===== config.mk =====
export PLATFORM = sky130hd
export DESIGN_NAME = des_f_function
export DESIGN_NICKNAME = d
export VERILOG_FILES = /design/src/rtl/des_f_pkg.sv /design/src/rtl/des_sbox.sv /design/src/rtl/des_f_function.sv
export SDC_FILE = /design/constraint.sdc
export NUM_CORES = 1
export LEC_CHECK = 0
export ABC_AREA = 1
export BUFFER_PORTS_ARGS = -buffer_cell sky130_fd_sc_hd__clkbuf_2
export CORE_MARGIN = 5
export CORE_UTILIZATION = 35
export DETAILED_ROUTE_END_ITERATION = 10
export GPL_TIMING_DRIVEN = 1
export HOLD_SLACK_MARGIN = 0.05
export PLACE_DENSITY = 0.61
export RECOVER_POWER = 100
export SYNTH_ARGS = -nofsm -noshare
export SYNTH_HDL_FRONTEND = slang
export SYNTH_SLANG_ARGS = --single-unit

===== constraint.sdc =====
create_clock -name clk -period 0.8 [get_ports clk]
set_input_delay 0 -clock clk [delete_from_list [all_inputs] [get_ports clk]]
set_output_delay 0 -clock clk [all_outputs]
set_load 0.05 [all_outputs]

===== src/rtl/des_f_pkg.sv =====
// DES round-function tables: expansion E, permutation P and the eight S-boxes.
// Table entries use DES numbering (bit 1 = MSB); S-box rows are packed col 0 first.
package des_f_pkg;

  localparam int unsigned R_W     = 32;
  localparam int unsigned K_W     = 48;
  localparam int unsigned S_IN_W  = 6;
  localparam int unsigned S_OUT_W = 4;
  localparam int unsigned N_BOX   = 8;
  localparam int unsigned TBL_W   = 256;

  localparam int unsigned E_TBL [48] = '{
    32,  1,  2,  3,  4,  5,  4,  5,  6,  7,  8,  9,
     8,  9, 10, 11, 12, 13, 12, 13, 14, 15, 16, 17,
    16, 17, 18, 19, 20, 21, 20, 21, 22, 23, 24, 25,
    24, 25, 26, 27, 28, 29, 28, 29, 30, 31, 32,  1
  };

  localparam int unsigned P_TBL [32] = '{
    16,  7, 20, 21, 29, 12, 28, 17,  1, 15, 23, 26,  5, 18, 31, 10,
     2,  8, 24, 14, 32, 27,  3,  9, 19, 13, 30,  6, 22, 11,  4, 25
  };

  // Each entry: rows 0..3 of one box, 16 nibbles per row, column 0 in the MSB.
  localparam logic [TBL_W-1:0] SBOX_TBL [8] = '{
    256'hE4D12FB83A6C5907_0F74E2D1A6CB9538_41E8D62BFC973A50_FC8249175B3EA06D,
    256'hF18E6B34972DC05A_3D47F28EC01A69B5_0E7BA4D158C6932F_D8A13F42B67C05E9,
    256'hA09E63F51DC7B428_D70934A6285ECBF1_D6498F30B12C5AE7_1AD069874FE3B52C,
    256'h7DE3069A1285BC4F_D8B56F03472C1AE9_A690CB7DF13E5284_3F06A1D8945BC72E,
    256'h2C417AB6853FD0E9_EB2C47D150FA3986_421BAD78F9C5630E_B8C71E2D6F09A453,
    256'hC1AF92680D34E75B_AF427C9561DE0B38_9EF528C3704A1DB6_432C95FABE17608D,
    256'h4B2EF08D3C975A61_D0B7491AE35C2F86_14BDC37EAF680592_6BD814A7950FE23C,
    256'hD2846FB1A93E50C7_1FD8A374C56B0E92_7B419CE206ADF358_21E74A8DFC90356B
  };

endpackage


===== src/rtl/des_sbox.sv =====
// One combinational DES S-box lookup; box_idx selects S1 (0) .. S8 (7).
module des_sbox
  import des_f_pkg::*;
(
  input  logic [2:0]         box_idx,
  input  logic [S_IN_W-1:0]  din,
  output logic [S_OUT_W-1:0] dout_c
);

  logic [5:0]       sel_c;
  logic [TBL_W-1:0] tbl_c;

  // Entry (row*16 + col) sits at nibble offset 63-sel from the LSB, i.e. bit 4*(~sel).
  always_comb begin
    sel_c  = {din[5], din[0], din[4:1]};
    tbl_c  = SBOX_TBL[box_idx];
    dout_c = tbl_c[{~sel_c, 2'b00} +: 4];
  end

endmodule


===== src/rtl/des_f_function.sv =====
// Registered DES round function f(R, K) = P(S(E(R) xor K)), one result per cycle.
module des_f_function
  import des_f_pkg::*;
(
  input  logic           clk,
  input  logic           rst_n,
  input  logic           in_valid,
  input  logic [R_W-1:0] r_in,
  input  logic [K_W-1:0] subkey,
  output logic           out_valid,
  output logic [R_W-1:0] f_out,
  output logic [R_W-1:0] sbox_out
);

  logic [K_W-1:0]     e_c;
  logic [K_W-1:0]     x_c;
  logic [S_OUT_W-1:0] sbox_nib_c [N_BOX];
  logic [R_W-1:0]     sbox_c;
  logic [R_W-1:0]     p_c;

  logic           out_valid_q, out_valid_d;
  logic [R_W-1:0] f_out_q, f_out_d;
  logic [R_W-1:0] sbox_out_q, sbox_out_d;

  // Expansion and key mix; DES bit n of a w-bit vector is Verilog bit w-n.
  always_comb begin
    e_c = '0;
    for (int i = 0; i < 48; i++) begin
      e_c[6'(47 - i)] = r_in[5'(32 - E_TBL[i])];
    end
    x_c = e_c ^ subkey;
  end

  for (genvar g = 0; g < N_BOX; g++) begin : g_sbox
    des_sbox u_sbox (
      .box_idx (3'(g)),
      .din     (x_c[47-6*g -: 6]),
      .dout_c  (sbox_nib_c[g])
    );
  end

  // S1 lands in the top nibble, S8 in the bottom; then the P permutation.
  always_comb begin
    sbox_c = '0;
    for (int i = 0; i < 8; i++) begin
      sbox_c[5'(28 - 4*i) +: 4] = sbox_nib_c[i];
    end
    p_c = '0;
    for (int i = 0; i < 32; i++) begin
      p_c[5'(31 - i)] = sbox_c[5'(32 - P_TBL[i])];
    end
  end

  always_comb begin
    out_valid_d = in_valid;
    f_out_d     = f_out_q;
    sbox_out_d  = sbox_out_q;
    if (in_valid) begin
      f_out_d    = p_c;
      sbox_out_d = sbox_c;
    end
  end

  always_ff @(posedge clk or negedge rst_n) begin
    if (!rst_n) begin
      out_valid_q <= 1'b0;
      f_out_q     <= '0;
      sbox_out_q  <= '0;
    end else begin
      out_valid_q <= out_valid_d;
      f_out_q     <= f_out_d;
      sbox_out_q  <= sbox_out_d;
    end
  end

  assign out_valid = out_valid_q;
  assign f_out     = f_out_q;
  assign sbox_out  = sbox_out_q;

endmodule


==> results, run 1 <==
- The CTS tree is yes.
- After synthesis, flip-flops and latches occupy 11.6% of the total area.
- The overall die width is 112 µm.
- Setup repair after global routing could not meet its margin everywhere.
- Averaged over all synthesized cells, the footprint is between 5 and 6 µm².
- The leakage power summed over all cells is roughly 0.0032 µW.
- The number of design rule violations left after detail routing is 0.
- The number of standard cells in the final layout excluding fillers is 900.
- For this run, the number of Yosys warnings is 0.
- The clock period minus final worst setup slack is a little over 1 ns.
- The total count of hold-check failures in the final report is 0.
- The worst setup path is launched from an input port.
- The buffer levels on the longest clock path is 2.
- The number of I/O port buffers is 68.
- The design draws slightly above 8000 µW.
- Across all hold checks on the routed design, the worst slack comes to around 0.095 ns.
- Counting both buffers and inverters, the worst setup path holds a total of 2.
- The minimum setup slack in the final design is -0.238 ns.
- The class of the most critical hold timing path is in2reg.
- The average wire per cell in the routed design is 12.6 µm.
- The largest single stage delay on the critical path is between 0.2 and 0.3 ns.
- The HPWL after detailed placement is 8370 µm.
- The final count of pins violating max slew came to 0.
- Of the cells placed in the final design, the portion with a size suffix greater than 1 is slightly above 40%.
- Dividing the detail-routed via count by the number of cells gives 4.87.
- The sort of element at the end of the critical path is a register.
- The total global routing overflow is 0.
- After clock tree synthesis, the clock-pin slew on the worst setup and hold paths is 0.07 ns.
- Counting flops and latches in the post-synthesis netlist gives 17.
- The synthesized netlist occupies a cell area of 3660 µm².
- The setup clock skew after layout is 0 ns.
- The number of antenna diodes in the final layout is 0.
- The number of ports placed on the die boundary is between 100 and 150.
- The initial cell density of the core is a little over a third.
- Of all nets on the critical path, the largest fanout is 5.
- The ratio of total power to cell area is roughly 1300 nW/µm².
- The required time of the critical path is approximately 0.95 ns.
- The first global-routing pass estimated roughly 19,000 µm of wire.
- The start-to-end type of the worst setup path is in2reg.
- Traced cell by cell, the critical path runs through clkbuf_16, inv_12, nand2_8, nand2_8, ha_4, or2_4, nand2_4, nand3_4, nand3_2, nand2_1, nand2_1, nand2_1, nand2_1, nand2_1.
- The clock reaches the later pin of the worst-skew pair after about 0.25 ns.
- The total routed wirelength is approximately 11,000 µm.
- The cell with the biggest individual delay on the critical path is or2_4.
- The via count of the first global-routing pass is ~4,200.
- The clock tree root buffer cell is clkbuf_8.
- The gate count of the mapped netlist is about 650.
- The synthesis-to-finish area growth is 66.6%.
- The maximum number of pins on one net before global-route repair is 18.
- The checks that failed: setup timing.
- The detailed router placed 4,381 vias in this run.
- Grouping stages by cell kind, the critical path spends the most delay in simple AND/OR/NAND/NOR gates.
- The initial antenna violation count came to 0.
- The vertical die dimension is roughly 110 µm.
- The first routing iteration left between 150 and 200 violations.
- The cell that appears most often on the critical path is nand2_1.
- The global placer's final weighted congestion is between 0.8 and 0.9.
- The count of TritonRoute iterations in the first routing pass is 5.
- The initialized floorplan defines 37 standard-cell rows.
- In the layout the commonest cells are nand2_1, nand3_1, buf_4.
- The detail route stage leaves a number of antenna-violating nets equal to 0.
- The die covers approximately 13,000 µm².
- Buffers inserted during clock tree synthesis total 3.
- Setup violations remaining at the end of the flow were counted as 39.
- The share of the clock period used by the worst path is 130%.
- The flow ran to the end, but the final reports show violations.
- At the worst endpoint, the arrival time is between 1 and 1.5 ns.
- Counting every sink on the clock net gives 17.
- The final net count is a little under 900.
- The level count of the clock H-tree is 1.
- Global routing consumed, over all layers together, 16.7% of the routing resources.
- VDD sags by at most 1.36 mV.
- The tool flagged a number of max-cap violations equal to 0.
- The placeable core area is 10,300 µm².
- The fmax is a little under 1 GHz.
- Leaving out fill and tap cells, the most frequent cell in the layout is nand2_1.
- Yosys mapped the design onto 21 distinct sky130hd cell types.
- The number of instances in the placed design is ~880.
-- synth_stat cells --
cell / n / share of area [%]
nand2_1: 278 / 29
a21oi_1: 1 / 0.14
nand3_1: 162 / 22
xnor2_2: 5 / 2.2
inv_2: 1 / 0.10
xnor2_1: 8 / 1.9
nor2_1: 3 / 0.31
buf_2: 14 / 1.9
dfrtp_1: 17 / 12
xor2_2: 1 / 0.44
clkbuf_1: 2 / 0.21
ha_1: 32 / 11
o21ai_1: 3 / 0.41
nand3b_1: 1 / 0.21
conb_1: 1 / 0.10
xor2_1: 4 / 0.96
buf_6: 1 / 0.31
inv_1: 59 / 6.1
buf_4: 49 / 10
or2_2: 1 / 0.17
o21ai_0: 9 / 1.2
-- sequential cells by signal (all words and copies together), names as in the netlist --
signal	cells
sbox_out	10
f_out	6
out_valid	1
-- cell type report --
cell class,count,area (µm²)
Fill cell,922,4180
Multi-Input combinational cell,549,3670
Timing Repair Buffer,134,1430
Sequential cell,17,433
Inverter,60,340
Tap cell,136,170
Clock buffer,3,41.3
Clock inverter,1,5.00
-- worst reg2reg max path: stages, from the launching register on --
cell	delay [ns]
dfrtp_2	0.45
buf_4	0.14
nand2_1	0.05
nand2_1	0.06
-- cell families (layout without fill, tap and decap cells) --
kind of cell / Yosys count / count (layout) / synth area share [%]
simple gates: 445 / 445 / 51.4
buf+inv: 126 / 198 / 18.6
fa+ha+maj: 32 / 32 / 10.9
xor+xnor: 18 / 18 / 5.54
flops: 17 / 17 / 11.6
compound gates: 13 / 13 / 1.78
other cells: 1 / 41 / 0.103
-- worst paths after layout --
kind | startpoint | end | slack (ns) | depth (start not counted)
max reg2reg | f_out[10]$_DFFE_PN0P_ | f_out[10]$_DFFE_PN0P_ | 0 | 3
min in group asynchronous | rst_n | sbox_out[3]$_DFFE_PN0P_ | 0.20 | 2
min reg2reg | sbox_out[1]$_DFFE_PN0P_ | sbox_out[1]$_DFFE_PN0P_ | 0.53 | 2
max in group asynchronous | rst_n | f_out[7]$_DFFE_PN0P_ | 0.27 | 2
max | subkey[1] | f_out[5]$_DFFE_PN0P_ | -0.24 | 14
min | in_valid | out_valid$_DFF_PN0_ | 0.09 | 2
-- what timing repair did --
| action | CTS | global route |
|---|---|---|
| setup buffers | 6 | 8 |
| setup endpoints to repair | 40 | 40 |
| pin swaps | 55 | 30 |
| gates resized for setup | 159 | 69 |
| hold buffers | 1 | 0 |
| endpoints found under the hold margin | 17 | 0 |
-- metal layers --
| metal | part of all wire [%] | global-route usage [%] |
|---|---|---|
| met1 | 41 | 21.1 |
| met2 | 51 | 30.3 |
| met3 | 5.3 | 2.43 |
| met4 | 1.8 | 3.13 |
| met5 | 0 | 0 |
-- metrics by stage --
stage	utilization, %	TNS, ns	instance area, µm²	setup slack [ns]
2_1_floorplan	-	-3.57	4410	-0.321
3_3_place_gp	47.9	-8.51	4920	-0.592
3_5_place_dp	47.9	-8.81	4920	-0.608
4_1_cts	56.5	-4.05	5810	-0.217
5_1_grt	59.3	-5.92	6090	-0.316
6_report	59.3	-4.08	6090	-0.238
-- where the power goes --
part | switching [µW] | internal (µW) | total, µW
sequential | 229 | 1040 | 1270
combinational | 3750 | 2500 | 6250
clock | 295 | 346 | 640
(Power assumes the default switching activity.)
==> run 2, diff against run 1 <==
--- a/config.mk
+++ b/config.mk
@@ -7,13 +7,14 @@
 export LEC_CHECK = 0
 export ABC_AREA = 1
 export BUFFER_PORTS_ARGS = -buffer_cell sky130_fd_sc_hd__clkbuf_2
+export CELL_PAD_IN_SITES_DETAIL_PLACEMENT = 1
+export CELL_PAD_IN_SITES_GLOBAL_PLACEMENT = 1
 export CORE_MARGIN = 5
-export CORE_UTILIZATION = 35
+export CORE_UTILIZATION = 29
 export DETAILED_ROUTE_END_ITERATION = 10
 export GPL_TIMING_DRIVEN = 1
 export HOLD_SLACK_MARGIN = 0.05
-export PLACE_DENSITY = 0.61
-export RECOVER_POWER = 100
+export PLACE_DENSITY = 0.76
 export SYNTH_ARGS = -nofsm -noshare
 export SYNTH_HDL_FRONTEND = slang
 export SYNTH_SLANG_ARGS = --single-unit
==> results, run 2 (synthesized netlist as in run 1, its figures left out) <==
- Row generation in the floorplan step produced between 40 and 50 rows.
- The final route contains 4,641 vias.
- The class of the most critical hold timing path is in2reg.
- The element type at the critical path start is an input port.
- Sequential cells burn between 10% and 20% of the power.
- The sort of element at the end of the critical path is a register.
- Along the worst path, the maximum fanout reaches 4.
- The critical path goes through clkbuf_8, xnor2_4, ha_4, o21ai_0, inv_1, nand2_1, nand3_1, nand3_1, nand2_1.
- The switching power summed over all nets is 4780 µW.
- The number of antenna diodes is 0.
- Using the TritonRoute via totals, the vias-per-cell ratio works out to 4.85.
- The total routed wirelength is ~16,000 µm.
- The final net count is 900.
- The total global routing overflow is 0.
- The share of the clock period used by the worst path is 142%.
- The count of TritonRoute iterations in the first routing pass is 4.
- Setup repair after global routing could not meet its margin everywhere.
- Counting tap cells, the placed design contains a total of about 920 instances.
- For this run, the slowest stage of the critical path takes approximately 0.27 ns.
- The clock arrives with 0 ns of skew.
- The flow ran to the end, but the final reports show violations.
- The count of nets left with antenna violations once routing finished came out at 0.
- STA puts the critical path data arrival time at roughly 1.3 ns.
- The minimum setup slack in the final design is -0.336 ns.
- Of the total power, combinational logic draws around 75%.
- The wire length of the first global-routing pass is around 24,000 µm.
- The cell family with the largest share of critical-path delay is adder cells.
- Across the run, the number of max-cap violations was 0.
- The slowest stage of the critical path belongs to the cell ha_4.
- The initial antenna violation count came to 0.
- The setup slack of the worst register-to-register path is -0.02 ns.
- The initial cell density of the core is between 20% and 30%.
- The average wire per cell in the routed design is around 17 µm.
- In the layout the commonest cells are nand2_1, nand3_1, buf_4.
- The clock-pin transition on the worst setup and hold timing paths is 0.05 ns.
- The number of sinks handled by clock tree synthesis is 17.
- Entering global routing, the biggest net connects 18 pins.
- For this design the top-level I/O count stands at about 150.
- The number of DRC markers in iteration 0 is between 200 and 250.
- IR analysis of the VDD net gives a maximum drop of about 0.63 mV.
- The hold path startpoint is in_valid.
- The CTS tree is yes.
- The die is between 100 and 150 µm wide.
- The critical path contains buffers and inverters numbering 2 combined.
- The most common cell after layout, fill and taps aside is nand2_1.
- The placeable core area is ~13,000 µm².
- The worst pin sits at a relative slew slack of approximately two thirds.
- CTS built an H-tree with a depth of 1.
- The floorplan step defined a die boundary enclosing roughly 15,000 µm².
- In this run, CTS created clock tree buffers numbering 3.
- The endpoint of the most critical register-to-register path is sbox_out[11]$_DFFE_PN0P_.
- The ratio of total power to cell area is between 1000 and 1500 nW/µm².
- The total count of hold-check failures in the final report was 0.
- The critical path is of the in2reg type.
- The floorplan step set the die height to 122 µm.
- The clock tree root buffer cell is clkbuf_16.
- The register with the most flip-flops in the layout has 10 of them.
- The internal power consumption is about 4500 µW.
- Per report_power, the clock group accounts for about 11% of the total.
- The checks that failed: setup timing.
- Setup violations remaining at the end of the flow were counted as 40.
- Summed over all cells, the static leakage comes to about 0.0034 µW.
- The buffer levels on the longest clock path is 2.
- The path with the worst hold slack has its endpoint at out_valid$_DFF_PN0_.
- The final count of pins violating max slew is 0.
- The number of design rule violations left after detail routing is 0.
- The global placer's final weighted congestion is between 0.9 and 1.
- The worst reg-to-reg path cell count is 3.
- The latest clock arrival within the worst-skew pair is roughly 0.25 ns.
- In this run switching power makes up 51.7% of total power.
- The launch instance of the worst register-to-register path is sbox_out[11]$_DFFE_PN0P_.
- Buffers placed on the I/O ports in this run total 68.
- For this run, the number of standard cells in the final layout without fillers is around 960.
- The required time of the critical path is between 0.9 and 1 ns.
- The HPWL after detailed placement is 10,600 µm.
- The via count of the first global-routing pass was 4,934.
- The fmax is about 0.88 GHz.
- The aggregate global-route resource usage is approximately a fifth.
- Relative to the synthesized area, the layout overhead comes to 81.5%.
- Cells with a size suffix above 1 make up roughly 46% of the layout.
- The worst hold path was traced through 2 stages.
- The slew at the pin with the worst max-slew slack is about 0.53 ns.
- The clock period minus final worst setup slack is ~1.1 ns.
- At the end of the flow the core is filled with cells to 53.0%.
run 2: worst max path at each step:
stage,startpoint,to,slack (ns),cells after the start
3_3_place_gp,r_in[12],f_out[7]$_DFFE_PN0P_,-0.59,14
5_1_grt,r_in[4],sbox_out[6]$_DFFE_PN0P_,-0.44,9
3_5_place_dp,subkey[8],f_out[10]$_DFFE_PN0P_,-0.63,15
4_1_cts,r_in[5],sbox_out[4]$_DFFE_PN0P_,-0.27,15
6_report,r_in[4],sbox_out[6]$_DFFE_PN0P_,-0.34,9
2_1_floorplan,subkey[8],f_out[0]$_DFFE_PN0P_,-0.32,14
run 2: through the flow:
step | instance area [µm²] | hold slack [ns] | total power [µW] | setup slack, ns | setup TNS, ns
3_3_place_gp | 5020 | -0.0387 | 6280 | -0.589 | -8.62
2_1_floorplan | 4410 | -0.296 | 5070 | -0.321 | -3.57
5_1_grt | 6640 | 0.146 | 9780 | -0.437 | -7.07
4_1_cts | 6190 | 0.129 | 8480 | -0.266 | -4.47
6_report | 6640 | 0.136 | 9230 | -0.336 | -5.34
3_5_place_dp | 5020 | -0.0380 | 6390 | -0.628 | -9.30
run 2: layout make-up:
| class | count | area, µm² |
|---|---|---|
| fill | 1563 | 5880 |
| clock inverter | 1 | 7.51 |
| multi-input combinational | 549 | 3880 |
| timing repair buffer | 154 | 1670 |
| inverter | 60 | 363 |
| tap | 172 | 215 |
| clock buffer | 3 | 75.1 |
| sequential | 17 | 433 |
run 2: metal layers:
metal / track usage (%) / share of wire [%]
met1: 22.3 / 37
met2: 38.7 / 57
met3: 2.67 / 4.1
met4: 4.13 / 2.0
met5: 0 / 0
run 2: power by group through the flow:
stage,combinational (µW),sequential [µW],clock (µW)
2_1_floorplan,3310,1760,0
3_3_place_gp,5060,1220,0
3_5_place_dp,5160,1220,0
4_1_cts,6180,1240,1050
5_1_grt,7340,1330,1110
6_report,6890,1320,1020
run 2: repair_timing:
item,in CTS,in global routing
pin swaps,80,54
endpoints found under the hold margin,17,0
setup endpoints to repair,40,40
resized for setup,194,96
cloned,0,0
hold buffers,1,0
buffers inserted,16,15
==> run 3, diff against run 2 <==
--- a/config.mk
+++ b/config.mk
@@ -15,6 +15,7 @@
 export GPL_TIMING_DRIVEN = 1
 export HOLD_SLACK_MARGIN = 0.05
 export PLACE_DENSITY = 0.76
+export SKIP_CTS_REPAIR_TIMING = 1
 export SYNTH_ARGS = -nofsm -noshare
 export SYNTH_HDL_FRONTEND = slang
 export SYNTH_SLANG_ARGS = --single-unit
==> results, run 3 (synthesized netlist as in run 1, its figures left out) <==
- Traced cell by cell, the critical path runs through buf_12, inv_12, nand2_4, nand2_4, inv_4, ha_4, inv_4, nand2_8, o21ai_2, nand2_1, nand3_1, nand3_1, nand2_1, nand2_1, nand2_1.
- The worst register-to-register path has a setup slack of -0.03 ns.
- Clock tree synthesis selected as its root buffer the cell clkbuf_16.
- Global routing used between 15 and 20% of the available tracks.
- The final net count is 891.
- Global routing finished with a remaining overflow of 0.
- The total routed wirelength is ~15,000 µm.
- Across the whole layout, storage elements account for roughly 430 µm².
- The number of I/O port buffers is 68.
- The CTS tree is yes.
- The cell with the biggest individual delay on the critical path is ha_4.
- The initial antenna violation count is 0.
- The endpoint of the most critical register-to-register path is f_out[3]$_DFFE_PN0P_.
- The setup violation total in the final timing report is 40.
- The final hold slack is 0.127 ns.
- For hold timing, the worst endpoint is out_valid$_DFF_PN0_.
- The worst hold path begins at in_valid.
- The floorplan step set the die width to between 100 and 150 µm.
- Once layout is complete, the utilization of the core stands at roughly 50%.
- The number of DRC markers in iteration 0 is 249.
- Clock tree synthesis inserted a total of 3 buffers.
- The wire length of the first global-routing pass is roughly 21,000 µm.
- For this run, design rule violations remaining after detail routing come to 0.
- The run finished, with violations left.
- The layout filler cell count is 1,600.
- The average via count per standard cell is around 4.9.
- The HPWL after detailed placement is roughly 11,000 µm.
- Setup repair after global routing could not meet its margin everywhere.
- The initial utilization of the core area, before any placement, comes to 29.2%.
- The final count of pins violating max slew was 0.
- The count of nets left with antenna violations once routing finished came out at 0.
- The average wire per cell in the routed design is around 16 µm.
- For this design the ratio of total power to cell area is 1410 nW/µm².
- The repair_antennas step left the layout with diodes totalling 0.
- The worst setup path is of the in2reg kind.
- CTS saw 17 sinks.
- In this run the deepest clock path goes through 2 buffers.
- The area of the die is about 15,000 µm².
- The library cell used most frequently in the layout, excluding fill and tap cells, is nand2_1.
- The class of the most critical hold timing path is in2reg.
- The top cell types in the final layout, fill and taps aside, are nand2_1, nand3_1, buf_4.
- The share of the clock period used by the worst path is 136%.
- The number of instances in the placed design is around 920.
- The hold-critical path depth is 2.
- The vertical die dimension is 122 µm.
- The floorplan has slightly above 40 rows.
- The headroom to the max-slew limit is around two thirds.
- The count of TritonRoute iterations in the first routing pass is 5.
- The maximum ir drop on the vdd rail is 0.630 mV.
- The number of standard cells in the final layout excluding fillers is ~950.
- The via count of the first global-routing pass is between 4,000 and 5,000.
- The worst setup path is captured at a register.
- The tool flagged a number of max-cap violations equal to 0.
- The latest clock arrival within the worst-skew pair is approximately 0.25 ns.
- In this run the count of I/O pins placed on the die edge is ~150.
- By instance count, the cell type seen most on the critical path is nand2_1.
- The synthesis-to-finish area growth is 69.1%.
- The congestion estimate from routability-driven global placement came to around 0.95.
- The setup clock skew after layout is 0 ns.
- The worst setup path is launched from an input port.
- The placeable core area is around 13,000 µm².
- The checks that failed: setup timing.
- In this run the number of H-tree levels came out at 1.
- Entering global routing, the biggest net connects 18 pins.
- The launch instance of the worst register-to-register path is f_out[3]$_DFFE_PN0P_.
- The maximum fanout along the worst path is 6.
- The fraction of final layout cells sized beyond drive strength 1 is 43.0%.
- The area used by multi-input combinational logic is between 3000 and 4000 µm².
- Summed over all cells, the static leakage comes to approximately 0.0032 µW.
- The clock period minus final worst setup slack is 1.09 ns.
- After clock tree synthesis, the clock-pin slew on the worst setup and hold paths is around 0.05 ns.
- The arrival time of the worst setup path is 1.23 ns.
- The overall power consumption is slightly below 9000 µW.
- Counting cells, the worst reg-to-reg path comes to 3.
- Based on the critical path, the design can be clocked at up to 0.919 GHz.
- The detailed router placed roughly 4,600 vias in this run.
- The worst stage delay on the critical path is around 0.30 ns.
- The number of flip-flops under the largest register name is 10.
- The total count of hold-check failures in the final report is 0.
- At the worst endpoint, the required time is about 0.94 ns.
- The minimum setup slack in the final design is -0.288 ns.
- At the pin with the least slew margin, the transition time is ~0.53 ns.
-- run 3: changes by cell type in the layout (fill, tap and decap cells not counted), moves of 4 or more --
cell and delta:
buf_4 -8, inv_6 +4, clkbuf_8 -4, clkbuf_16 -13, nand3_2 -17, nand3_1 +17, buf_8 -18, buf_12 +8
buf_6 +26, nand2_1 +5, nand2_4 -4
-- run 3: metal layers --
layer	global-route usage [%]	wire, µm	vias up
li1	-	-	2234
met1	20.7	5660	2222
met2	31.1	8190	130
met3	1.89	625	24
met4	2.38	233	0
met5	0	0	-
-- run 3: worst max path at each step --
stage                                    endpoint       from  depth (start not counted)  slack, ns
after floorplan              f_out[0]$_DFFE_PN0P_  subkey[8]                         14      -0.32
after global placement       f_out[7]$_DFFE_PN0P_   r_in[12]                         14      -0.59
after detailed placement    f_out[10]$_DFFE_PN0P_  subkey[8]                         15      -0.63
after CTS                   f_out[10]$_DFFE_PN0P_  subkey[8]                         14      -0.36
after global routing      sbox_out[4]$_DFFE_PN0P_  subkey[8]                         15      -0.35
final                     sbox_out[4]$_DFFE_PN0P_  subkey[8]                         15      -0.29
-- run 3: where the power goes --
part           internal (µW)  leakage (µW)  switching, µW  total (µW)
Combinational           2450       0.00293           3990        6430
Clock                    674     0.0000371            336        1010
Sequential              1040      0.000200            234        1280
-- run 3: through the flow --
| stage | setup TNS, ns | setup WS [ns] | instance area (µm²) |
|---|---|---|---|
| global placement | -8.62 | -0.589 | 5020 |
| finish | -4.22 | -0.288 | 6190 |
| CTS | -8.15 | -0.364 | 5100 |
| detailed placement | -9.30 | -0.628 | 5020 |
| floorplan | -3.57 | -0.321 | 4410 |
| global route | -5.89 | -0.354 | 6190 |
-- run 3: area by class of cell --
class                           instances  area share [%]
Inverter                               60            5.58
Clock buffer                            3            1.21
Tap cell                              172            3.48
Sequential cell                        17            7.00
Clock inverter                          1           0.121
Multi-Input combinational cell        549            59.9
Timing Repair Buffer                  145            22.8
-- run 3: worst max-delay path: cells and delay by family --
kind	cells	cell delay, ns
compound gates	1	0.05
fa+ha+maj	1	0.30
buf+inv	4	0.27
simple gates	9	0.59
